<file path="src/rtl/chroma_threshold_pipe_pkg.sv">
// Shared types and defaults for the chroma window binariser.
// Threshold fields are stored at THR_W bits; narrower pixel widths are zero-extended.
package chroma_threshold_pipe_pkg;

  localparam int THR_W  = 16;

  localparam int DEF_TA = 90;
  localparam int DEF_TB = 200;
  localparam int DEF_TC = 90;
  localparam int DEF_TD = 200;

  typedef enum logic [1:0] {
    MODE_BINARY    = 2'd0,
    MODE_OVERLAY   = 2'd1,
    MODE_INVERT    = 2'd2,
    MODE_HIGHLIGHT = 2'd3
  } mode_e;

  // Cr window (ta, tb) and Cb window (tc, td), all exclusive bounds
  typedef struct packed {
    logic [THR_W-1:0] ta;
    logic [THR_W-1:0] tb;
    logic [THR_W-1:0] tc;
    logic [THR_W-1:0] td;
  } win_t;

  typedef struct packed {
    win_t  win;
    mode_e mode;
  } thr_set_t;

endpackage

</file>
<file path="src/rtl/chroma_threshold_pipe_cmp.sv">
// Combinational Cb/Cr window test: strict unsigned bounds, empty window never matches.
module chroma_window_cmp
  import chroma_threshold_pipe_pkg::*;
(
  input  logic [THR_W-1:0] cb,
  input  logic [THR_W-1:0] cr,
  input  win_t             win,
  output logic             mask
);

  logic empty;

  assign empty = (win.ta >= win.tb) || (win.tc >= win.td);
  assign mask  = ~empty & (cr > win.ta) & (cr < win.tb) & (cb > win.tc) & (cb < win.td);

endmodule

</file>
<file path="src/rtl/chroma_threshold_pipe.sv">
// Two-stage chroma-key binariser with frame-synchronous config commit and
// per-frame foreground pixel count; sync/DE delay-matched to the pixel path.
module chroma_threshold_pipe
  import chroma_threshold_pipe_pkg::*;
#(
  parameter int DATA_W = 8,
  parameter int CNT_W  = 22,
  parameter int TA_DEF = DEF_TA,
  parameter int TB_DEF = DEF_TB,
  parameter int TC_DEF = DEF_TC,
  parameter int TD_DEF = DEF_TD,
  parameter bit VS_POL = 1'b1
) (
  input  logic              clk,
  input  logic              rst_n,
  input  logic [DATA_W-1:0] cb,
  input  logic [DATA_W-1:0] cr,
  input  logic [DATA_W-1:0] r_in,
  input  logic [DATA_W-1:0] g_in,
  input  logic [DATA_W-1:0] b_in,
  input  logic              de_in,
  input  logic              hdmi_hs_in,
  input  logic              hdmi_vs_in,
  input  logic              cfg_valid,
  output logic              cfg_ready,
  input  logic [DATA_W-1:0] cfg_ta,
  input  logic [DATA_W-1:0] cfg_tb,
  input  logic [DATA_W-1:0] cfg_tc,
  input  logic [DATA_W-1:0] cfg_td,
  input  logic [1:0]        cfg_mode,
  output logic [DATA_W-1:0] r_out,
  output logic [DATA_W-1:0] g_out,
  output logic [DATA_W-1:0] b_out,
  output logic              de_out,
  output logic              hdmi_hs_out,
  output logic              hdmi_vs_out,
  output logic [CNT_W-1:0]  frame_count,
  output logic              count_valid
);

  localparam logic [DATA_W-1:0] ONES = '1;
  localparam thr_set_t THR_RST = '{
    win:  '{ta: THR_W'(TA_DEF), tb: THR_W'(TB_DEF), tc: THR_W'(TC_DEF), td: THR_W'(TD_DEF)},
    mode: MODE_BINARY
  };

  function automatic logic [CNT_W-1:0] sat_inc(input logic [CNT_W-1:0] v);
    return (&v) ? v : v + CNT_W'(1);
  endfunction

  function automatic logic [3*DATA_W-1:0] shade(input mode_e mode, input logic hit,
                                                input logic [3*DATA_W-1:0] rgb);
    case (mode)
      MODE_BINARY:  shade = hit ? {3{ONES}} : '0;
      MODE_OVERLAY: shade = hit ? rgb : '0;
      MODE_INVERT:  shade = hit ? '0 : {3{ONES}};
      default:      shade = hit ? {ONES, {(2*DATA_W){1'b0}}} : rgb;
    endcase
  endfunction

  logic [DATA_W-1:0]   cb_p1, cr_p1, r_p1, g_p1, b_p1;
  logic                vld_p1, hs_p1, vs_p1;
  logic [3*DATA_W-1:0] rgb_p2;
  logic                vld_p2, hs_p2, vs_p2;

  thr_set_t            act, shadow, cfg_set;
  logic                pending;
  logic [CNT_W-1:0]    cnt;
  logic                frame_start, xfer, win_hit, mask_p1;
  logic [3*DATA_W-1:0] rgb_nxt;

  // Stage 1: register raw video
  always_ff @(posedge clk or negedge rst_n) begin
    if (!rst_n) begin
      cb_p1  <= '0;
      cr_p1  <= '0;
      r_p1   <= '0;
      g_p1   <= '0;
      b_p1   <= '0;
      vld_p1 <= 1'b0;
      hs_p1  <= 1'b0;
      vs_p1  <= ~VS_POL;
    end else begin
      cb_p1  <= cb;
      cr_p1  <= cr;
      r_p1   <= r_in;
      g_p1   <= g_in;
      b_p1   <= b_in;
      vld_p1 <= de_in;
      hs_p1  <= hdmi_hs_in;
      vs_p1  <= hdmi_vs_in;
    end
  end

  chroma_window_cmp u_cmp (
    .cb   (THR_W'(cb_p1)),
    .cr   (THR_W'(cr_p1)),
    .win  (act.win),
    .mask (win_hit)
  );

  assign mask_p1 = win_hit & vld_p1;

  always_comb begin
    rgb_nxt = '0;
    if (vld_p1) rgb_nxt = shade(act.mode, mask_p1, {r_p1, g_p1, b_p1});
  end

  // Stage 2: classified pixel and delayed timing
  always_ff @(posedge clk or negedge rst_n) begin
    if (!rst_n) begin
      rgb_p2 <= '0;
      vld_p2 <= 1'b0;
      hs_p2  <= 1'b0;
      vs_p2  <= ~VS_POL;
    end else begin
      rgb_p2 <= rgb_nxt;
      vld_p2 <= vld_p1;
      hs_p2  <= hs_p1;
      vs_p2  <= vs_p1;
    end
  end

  assign {r_out, g_out, b_out} = rgb_p2;
  assign de_out      = vld_p2;
  assign hdmi_hs_out = hs_p2;
  assign hdmi_vs_out = vs_p2;

  assign frame_start = (vs_p1 == VS_POL) && (vs_p2 != VS_POL);
  assign cfg_ready   = ~pending;
  assign xfer        = cfg_valid & cfg_ready;
  assign cfg_set     = '{
    win:  '{ta: THR_W'(cfg_ta), tb: THR_W'(cfg_tb), tc: THR_W'(cfg_tc), td: THR_W'(cfg_td)},
    mode: mode_e'(cfg_mode)
  };

  // A transfer is only possible with pending clear, so it never races a commit
  always_ff @(posedge clk or negedge rst_n) begin
    if (!rst_n) begin
      act     <= THR_RST;
      shadow  <= THR_RST;
      pending <= 1'b0;
    end else begin
      if (frame_start && pending) begin
        act     <= shadow;
        pending <= 1'b0;
      end
      if (xfer) begin
        shadow  <= cfg_set;
        pending <= 1'b1;
      end
    end
  end

  always_ff @(posedge clk or negedge rst_n) begin
    if (!rst_n) begin
      cnt         <= '0;
      frame_count <= '0;
      count_valid <= 1'b0;
    end else begin
      count_valid <= frame_start;
      if (frame_start) begin
        frame_count <= cnt;
        cnt         <= '0;
      end else if (mask_p1) begin
        cnt <= sat_inc(cnt);
      end
    end
  end

endmodule

</file>
<file path="config.mk">
export PLATFORM = sky130hd
export DESIGN_NAME = chroma_threshold_pipe
export DESIGN_NICKNAME = d
export VERILOG_FILES = /design/src/rtl/chroma_threshold_pipe_pkg.sv /design/src/rtl/chroma_threshold_pipe_cmp.sv /design/src/rtl/chroma_threshold_pipe.sv
export SDC_FILE = /design/constraint.sdc
export NUM_CORES = 1
export LEC_CHECK = 0
export CAP_MARGIN = 5
export CORE_UTILIZATION = 59
export CTS_BUF_LIST = sky130_fd_sc_hd__clkbuf_8
export CTS_CLUSTER_SIZE = 16
export DETAILED_ROUTE_END_ITERATION = 16
export GPL_TIMING_DRIVEN = 1
export HOLD_SLACK_MARGIN = 0.03
export PLACE_DENSITY = 0.95
export RECOVER_POWER = 50
export SYNTH_ARGS = -nofsm -noshare
export SYNTH_HDL_FRONTEND = slang
export SYNTH_SLANG_ARGS = --single-unit
</file>
<file path="constraint.sdc">
create_clock -name clk -period 5.9 [get_ports clk]
set_input_delay 1.18 -clock clk [delete_from_list [all_inputs] [get_ports clk]]
set_output_delay 1.18 -clock clk [all_outputs]
set_load 0.1 [all_outputs]
</file>
==> flow_metrics.py <==
metrics = {
    "clock_tree": {
        "postCtsHoldBufs": 0,
        "worstSkewPairLatency_ns": 0.48,
        "tritoncts": "yes",
        "cts_made_buffers": 17,
        "cts.path.max_buffers": 2,
        "htreeDepth": 4,
        "clk_pin_slew_ns": 0.08,
        "cts_root_buf": "clkbuf_8",
        "clock_sinks": 184,
        "cts_resized": 0,
        "cts_setup_buffers": 0,
    },
    "timing": {
        "period_minus_slack_ns": 4.16,
        "timing_hold_violations_final": 0,
        "worstMarginPinSlew_ns": 3.19,
        "setup_viol": 0,
        "clock.fmax_mhz": 240,
        "skew_ns": 0.0136,
        "rsz0062_at_grt": "false",
        "min_period_over_period_pct": 70.5,
        "slew_viol_final": 112,
        "fin_ws_ns": 1.74,
        "setup_tns_ns": 0,
        "max_slew_margin_pct": -113,
    },
    "placement": {
        "port_buffers": 130,
        "gp_congestion": 0.909,
        "dpl_worst_slack_ns": 2.39,
        "place_hpwl_mm": 11.6,
        "numPlacedInstances": 943,
    },
    "layout": {
        "final_cell_mix": "dfrtp_1 (156), nand2_1 (93), clkdlybuf4s50_1 (86), mux2_2 (68), ha_1 (47)",
        "n_fill_cell": 801,
        "fin_util_pct": 75.6,
        "layout.nets": 917,
        "drive_gt1_share_pct": 16.7,
        "fin_cells": 974,
        "area_growth_pct": 22.7,
        "final_common_cell": "dfrtp_1",
        "n_antenna_cell": 0,
    },
    "power_and_ir_drop": {
        "p_comb_share_pct": 34.4,
        "internal-power_mw": 2.39,
        "pwr-share-seq_pct": 44.9,
        "ir_worst_vdd_uv": 213,
        "switching_share_pct": 36.9,
        "p_leak_nw": 4.43,
        "finalPower_mw": 3.79,
        "switching_power_mw": 1.40,
        "powerDensity_nw_per_um2": 391,
        "pwr-share-clk_pct": 20.7,
    },
    "global_route": {
        "grt_max_degree": 77,
        "grt-ovfl-total": 0,
        "grt_usage_pct": 25.2,
        "grt_pass1_wl_mm": 27.1,
        "antenna_found_initial": 0,
        "grt_pass1_vias": 5618,
    },
    "die": {
        "coreArea_um2": 12800,
        "die_area_um2": 13900,
        "num_rows": 41,
        "ios": 131,
        "initial_utilization_pct": 61.7,
        "die_h_um": 118,
        "die_x_um": 118,
    },
    "synth": {
        "netlist_area_um2": 7910,
        "seq_area_frac_synth_pct": 58.7,
        "syn_nets": 793,
        "synth_seq_cells": 184,
        "syn_avg_cell_area_um2": 11.9,
        "yosysUniqueCellTypes": 42,
        "postSynthCellCount": 666,
        "yosys_warnings": 0,
    },
    "hold_path": {
        "min_from": "hs_p1",
        "hold_depth": 0,
        "hold_class": "reg -> reg",
        "min_to": "hdmi_hs_out",
    },
    "setup_path": {
        "r2r-start": "act[41]",
        "path_cells": "buf_6 -> clkbuf_1",
        "reg2reg_slack_ns": 2.26,
        "crit_path_max_fanout": 76,
        "crit_buf_inv": 2,
        "start_kind": "input pin",
        "cpPeakStageDelay_ns": 2.31,
        "critical_path_required_ns": 5.79,
        "critPathTopFamily": "buffers and inverters",
        "slowest_stage": "clkbuf_1",
        "rr_worst_depth": 9,
        "crit_type": "in -> async",
        "critPathCaptureType": "asynchronous set/reset pin",
        "r2r_end": "rgb_p2[7]",
        "cp.arrival_ns": 4.04,
    },
    "outcome": {
        "violations": "max-capacitance violations, max-slew violations",
        "outcome": "complete, but fails checks",
    },
    "detailed_routing": {
        "routed_wirelength_mm": 16.1,
        "vias": 5441,
        "detail-route-antenna-nets": 0,
        "drt_iter0_drc": 345,
        "wl_per_cell_um": 16.5,
        "drc": 0,
        "viasPerCell": 5.59,
        "drtPass1Iterations": 4,
    },
    "run": {
        "drv_cap": 2,
    },
}
worst max-delay path by stage:
stage | start | to | slack [ns] | cells after the start
detailed placement | act[41] | rgb_p2[7] | 2.39 | 9
global route | rst_n | act[36] | 1.09 | 2
floorplan | act[41] | cnt[14] | 3.30 | 10
finish | rst_n | rgb_p2[15] | 1.74 | 2
CTS | act[41] | rgb_p2[7] | 2.30 | 9
global placement | act[41] | rgb_p2[10] | 2.62 | 9
flip-flops by register name (all words and copies together), names as in the netlist, 8 cells and up:
signal,flops
rgb_p2,24
act,34
frame_count,22
g_p1,8
cnt,22
cr_p1,8
b_p1,8
shadow,34
r_p1,8
cb_p1,8
through the flow:
stage                     hold slack (ns)  area (um^2)
after floorplan                     0.331         7910
after global placement              0.334         9340
after detailed placement            0.346         9340
after CTS                           0.366         9710
after global routing                0.368         9700
final                               0.359         9700
layout make-up:
| cell class | instances | area [um^2] | area share [%] |
|---|---|---|---|
| repair buffers | 133 | 1320 | 13.6 |
| clock inverters | 12 | 104 | 1.07 |
| flip-flops and latches | 184 | 4640 | 47.8 |
| inverters | 36 | 135 | 1.39 |
| multi-input cells | 418 | 3030 | 31.2 |
| well taps | 172 | 215 | 2.22 |
| clock buffers | 19 | 262 | 2.70 |
synthesized netlist by cell type:
master | number | area [um^2]
a21o_1 | 2 | 15.0
o31ai_1 | 5 | 37.5
a21oi_1 | 28 | 140
a2111oi_4 | 1 | 27.5
xor2_1 | 1 | 8.76
mux2_2 | 68 | 766
o21ai_1 | 6 | 30.0
o21ai_2 | 1 | 8.76
dfstp_2 | 28 | 736
nand4_1 | 9 | 56.3
nand2b_4 | 1 | 13.8
a222oi_1 | 1 | 10.0
a31oi_1 | 2 | 12.5
nor3_1 | 3 | 15.0
buf_1 | 3 | 11.3
o21a_1 | 1 | 7.51
and3_1 | 23 | 144
nand2_1 | 93 | 349
and2_1 | 4 | 25.0
a211o_1 | 2 | 17.5
dfrtp_1 | 156 | 3900
o21ai_0 | 18 | 90.1
nor2_1 | 12 | 45.0
nor2b_1 | 2 | 12.5
inv_1 | 35 | 131
a211oi_1 | 10 | 75.1
o211ai_1 | 3 | 22.5
a22oi_1 | 1 | 7.51
nand2b_1 | 30 | 188
ha_1 | 47 | 588
clkbuf_1 | 18 | 67.6
or4_1 | 5 | 37.5
nand4_2 | 1 | 12.5
and4_1 | 5 | 43.8
nand3_1 | 10 | 50.1
nor4_1 | 1 | 6.26
inv_2 | 1 | 3.75
o22ai_1 | 2 | 12.5
buf_2 | 7 | 35.0
nor4b_4 | 1 | 23.8
or3_1 | 18 | 113
xnor2_1 | 1 | 8.76
power groups by stage:
| stage | registers [mW] | clock network [mW] | logic, mW |
|---|---|---|---|
| detailed placement | 1.73 | 0 | 1.30 |
| finish | 1.71 | 0.785 | 1.30 |
| global placement | 1.71 | 0 | 1.23 |
| CTS | 1.70 | 0.801 | 1.31 |
| global route | 1.74 | 0.853 | 1.42 |
| floorplan | 2.00 | 0 | 0.640 |
routing by layer:
layer	up-vias	GRT usage, %	share of wire (%)
met5	-	0	0
met4	0	11.2	2.6
met3	42	6.10	4.6
met2	174	43.2	52
met1	2674	29.9	40
li1	2551	-	-
kinds of logic after synthesis:
group           synth area share (%)
xor+xnor                       0.222
mux                             9.68
compound gates                  6.50
simple gates                    14.3
fa+ha+maj                       7.44
flops                           58.7
buf+inv                         3.15
(Power assumes the default switching activity.)
